<file path="src/rtl/sync_up_down_counter_nbit.sv">
// ============================================================================
// Module      : sync_up_down_counter_nbit
// Description : Synchronous n-bit up/down counter with enable, parallel load
//               and combinational terminal count. Define COUNTER_MOD_EN to
//               count modulo MOD instead of 2**n.
// Revision    : 1.0 - initial release
// ============================================================================
`default_nettype none

module sync_up_down_counter_nbit #(
    parameter int n   = 3,
    parameter int MOD = 6
) (
    input  logic         clk,
    input  logic         reset_n,
    input  logic         en,
    input  logic         sel,
    input  logic         load,
    input  logic [n-1:0] d,
    output logic [n-1:0] Q,
    output logic         tc
);

`ifdef COUNTER_MOD_EN
    localparam logic [n-1:0] c_MAX = n'(MOD - 1);
`else
    // Full binary range; MOD only matters in the modulo build.
    localparam logic [n-1:0] c_MAX = (MOD > 0) ? {n{1'b1}} : {n{1'b1}};
`endif

    logic [n-1:0] r_q;
    logic [n-1:0] w_next;
    logic [n-1:0] w_load_val;
    logic         w_at_max;
    logic         w_at_zero;

`ifdef COUNTER_MOD_EN
    assign w_load_val = (d > c_MAX) ? c_MAX : d;
    // Treat any out-of-range value as the top so counting up recovers to 0.
    assign w_at_max   = (r_q >= c_MAX);
`else
    assign w_load_val = d;
    assign w_at_max   = (r_q == c_MAX);
`endif

    assign w_at_zero = (r_q == '0);

    always_comb begin
        w_next = r_q;
        if (load) begin
            w_next = w_load_val;
        end else if (en) begin
            if (sel) begin
                w_next = w_at_max ? '0 : r_q + 1'b1;
            end else begin
                w_next = w_at_zero ? c_MAX : r_q - 1'b1;
            end
        end
    end

    always_ff @(posedge clk or negedge reset_n) begin
        if (!reset_n) begin
            r_q <= '0;
        end else begin
            r_q <= w_next;
        end
    end

    assign Q  = r_q;
    assign tc = en & ((sel & (r_q == c_MAX)) | (~sel & w_at_zero));

endmodule

`default_nettype wire
</file>
<file path="config.mk">
export PLATFORM = sky130hd
export DESIGN_NAME = sync_up_down_counter_nbit
export DESIGN_NICKNAME = d
export VERILOG_FILES = /design/src/rtl/sync_up_down_counter_nbit.sv
export SDC_FILE = /design/constraint.sdc
export NUM_CORES = 1
export LEC_CHECK = 0
export BUFFER_PORTS_ARGS = -buffer_cell sky130_fd_sc_hd__clkbuf_2
export CORE_AREA = 5 5 42 44
export CTS_BUF_LIST = sky130_fd_sc_hd__clkbuf_4 sky130_fd_sc_hd__clkbuf_8 sky130_fd_sc_hd__clkbuf_16
export CTS_CLUSTER_DIAMETER = 120
export DETAILED_ROUTE_END_ITERATION = 8
export DIE_AREA = 0 0 47 49
export PLACE_DENSITY = 0.51
export SLEW_MARGIN = 20
export SYNTH_ARGS = -nofsm -noshare
export SYNTH_HDL_FRONTEND = slang
export SYNTH_SLANG_ARGS = --single-unit
</file>
<file path="constraint.sdc">
create_clock -name clk -period 1.8 [get_ports clk]
set_clock_uncertainty 0.05 [all_clocks]
set_input_delay 0 -clock clk [delete_from_list [all_inputs] [get_ports clk]]
set_output_delay 0 -clock clk [all_outputs]
set_load 0.05 [all_outputs]
</file>
==> results.md <==
* Run status: finished, final reports clean
* Vias/cell at 4.36
* Number of unique standard cell types used by synthesis at 18
* DRC violation count after routing at 0
* Finished Layout Cells at between 60 and 70
* Total Wirelength at 659 um
* Net count after synthesis at between 40 and 50
* Endpoint type of the worst setup path: primary output
* Minimum clock period at about 1.7 ns
* Aggregate global-route resource usage at approximately 5.8%
* Crit path required time at between 1.5 and 2 ns
* Power Density at between 800 and 900 nW/um^2
* Final setup viols at 0
* Largest net degree at the start of global routing at 9
* Leading post-synthesis cells by instance count: 4 x sky130_fd_sc_hd__ha_1, 3 x sky130_fd_sc_hd__a21oi_1, 3 x sky130_fd_sc_hd__dfrtp_1, 3 x sky130_fd_sc_hd__inv_1, 3 x sky130_fd_sc_hd__nand2_1
* Relative area change from synthesis to final layout at 54.6%
* Count of maximum capacitance violations at 0
* Wire length on met3 at between 50 and 60 um
* Number of cell instances on the worst register-to-register path at 5
* Ant. Diodes at 0
* Top achievable clock speed at a little under 600 MHz
* Worst endpoint data arrival time at roughly 1.7 ns
* Setup total negative slack at 0 ns
* Clk Latency, worst-skew pair at 0.24 ns
* Buffers on Ports at 11
* Post-synthesis average cell area at roughly 8.5 um^2
* Tcrit/Tclk final at between 90 and 100%
* H-tree depth at 1
* Initial Util at 19.5%
* Synthesis Warnings at 0
* Clock tree from TritonCTS: built
* Area of the mapped netlist at ~270 um^2
* Min setup slack post-route at roughly 0.08 ns
* Synth async-reset ratio at 100%
* Worst-case vdd ir drop at between 0.0001 and 0.00015 V
* Number of flip-flops in the largest register at 3
* Die width at approximately 47 um
* Worst-case headroom to the max-slew limit at 81.6%
* Category of the most critical setup path: reg -> out
* Terminating pin of the worst hold path: Q[0]$_DFFE_PN0P_
* Share of Yosys cell area claimed by the top area cell type at 27.5%
* Worst flop-to-flop path startpoint: Q[0]$_DFFE_PN0P_
* Clock Tree Buf Depth at 2
* Cell Count Post-Placement at 58
* Main area contributors after synthesis: sky130_fd_sc_hd__dfrtp_1 28%, sky130_fd_sc_hd__ha_1 18%, sky130_fd_sc_hd__a21oi_1 5.5%, sky130_fd_sc_hd__o31ai_1 5.5%, sky130_fd_sc_hd__nand2b_1 4.6%
* Type of the worst min-delay path: in -> reg
* Unrepaired setup endpoints after global routing: false
* Proportion of layout cells with a drive suffix above 1 at about 38%
* Antenna violation net count after detailed routing at 0
* Sequential element share of the synthesized area at about 28%
* # clock sinks at 3
* Std-Cell Rows at 14
* Most common cell in the netlist: sky130_fd_sc_hd__ha_1
* Pin slew with the least headroom to its limit at 0.277 ns
* Number of vias after detailed routing at ~290
* Final-stage net count at 63
* Routability congestion estimate from global placement at between 0.7 and 0.8
* Top Layer Used: met4
* Post-layout util at ~30%
* WHS Path Cells at 2
* Die Y at just under 50 um
* HPWL after DPL at approximately 540 um
* Total die area at between 2000 and 2500 um^2
* Mapped Cells at 32
* Total global routing overflow at 0
* Met2 WL post-DR at just over 300 um
* Number of iterations in the first detailed-routing pass at 4
* Highest fanout seen on the critical path at 5
* Via count of the first global-routing pass at around 260
* Static power due to leakage at around 0.21 nW
* Detailed-route wire length per cell at approximately 10 um
* Core Region at about 1400 um^2
* Length of routed wiring on met1 at between 200 and 300 um
* Number of enable flip-flop cells after synthesis at 0
* Number of buffers created by CTS at 3
* Primary flip-flop cell chosen by synthesis mapping: sky130_fd_sc_hd__dfrtp_1
* Clock-pin slew of the registers on the worst-case setup and hold paths at 0.03 ns
* Number of antenna violations at the first check in global routing at 0
* Initial drt markers at 6
* Count of buffers added by post-CTS timing repair for setup at 0
* Worst Setup Slack post-DPL at between 0.2 and 0.25 ns
* Root buffer cell: sky130_fd_sc_hd__clkbuf_4
* Global-route wire length before repair at 938 um
* Destination of the worst register-to-register timing path: Q[0]$_DFFE_PN0P_
* Tightest hold margin at around 0.011 ns
* Number of primary I/O pins at 12
* Hold wc startpoint: load
* Final Max Slew Viols at 0
* #FFs+latches synth at 3
* Endpoints failing hold at 0
* Dominant cell type by area after synthesis: sky130_fd_sc_hd__dfrtp_1
* Launching element type of the critical path: register
* R2R Setup Slk at 0.22 ns
-- worst max-delay path by stage --
stage,start,to,slack [ns],cells after the start
global route,Q[0]$_DFFE_PN0P_,tc,0.001,5
global placement,Q[0]$_DFFE_PN0P_,Q[0]$_DFFE_PN0P_,0.20,5
floorplan,Q[1]$_DFFE_PN0P_,Q[2]$_DFFE_PN0P_,0.003,5
CTS,Q[0]$_DFFE_PN0P_,tc,0.006,5
detailed placement,Q[0]$_DFFE_PN0P_,Q[0]$_DFFE_PN0P_,0.20,5
finish,Q[0]$_DFFE_PN0P_,tc,0.08,5
-- kinds of logic (layout without fill, tap and decap cells) --
| logic type | after synthesis | after routing | share of synthesized area, % |
|---|---|---|---|
| simple gates | 12 | 12 | 25.2 |
| compound gates | 9 | 9 | 23.4 |
| fa+ha+maj | 4 | 4 | 18.3 |
| buf+inv | 4 | 22 | 5.50 |
| flops | 3 | 3 | 27.5 |
-- area by class of cell --
class	instances	area [um^2]
fillers	164	980
repair buffers	15	97.6
clock buffers	4	30.0
well taps	16	20.0
flip-flops and latches	3	76.3
inverters	3	11.3
multi-input cells	25	186
-- routing by layer --
| metal | vias to the layer above | GRT usage (%) |
|---|---|---|
| met5 | - | 0 |
| met4 | 0 | 5.53 |
| met3 | 2 | 1.48 |
| met2 | 12 | 8.60 |
| met1 | 126 | 6.11 |
| li1 | 148 | - |
-- worst max-delay path: stages, from the launching register on --
cell and delay (ns):
sky130_fd_sc_hd__dfrtp_2 0.43, sky130_fd_sc_hd__inv_1 0.09, sky130_fd_sc_hd__ha_1 0.17, sky130_fd_sc_hd__or3b_1 0.39
sky130_fd_sc_hd__a21oi_2 0.13, sky130_fd_sc_hd__clkbuf_4 0.23
-- report_power, final --
group	total, mW	switching [mW]	internal, mW
sequential	0.0894	0.0128	0.0766
combinational	0.122	0.0730	0.0491
clock	0.138	0.0396	0.0984
-- repair_timing --
action                                  in CTS  in global routing
endpoints found under the setup margin       0                  1
hold buffers                                 4                  0
hold endpoints to repair                     6                  0
resized for setup                            0                  2
-- stage by stage --
stage                     cell area, um^2  total power [mW]
final                                 422             0.350
after global routing                  422             0.368
after CTS                             419             0.351
after detailed placement              349             0.207
after global placement                349             0.207
after floorplan                       278             0.174
-- layout by cell type (no fill, tap or decap), types with 3 or more instances in the layout --
| master | synthesis | layout |
|---|---|---|
| sky130_fd_sc_hd__dlygate4sd3_1 | 0 | 4 |
| sky130_fd_sc_hd__nand2_1 | 3 | 3 |
| sky130_fd_sc_hd__clkbuf_2 | 0 | 10 |
| sky130_fd_sc_hd__ha_1 | 4 | 4 |
| sky130_fd_sc_hd__inv_1 | 3 | 3 |
| sky130_fd_sc_hd__clkbuf_4 | 0 | 5 |
No activity file was read; power rests on OpenSTA's default activity.
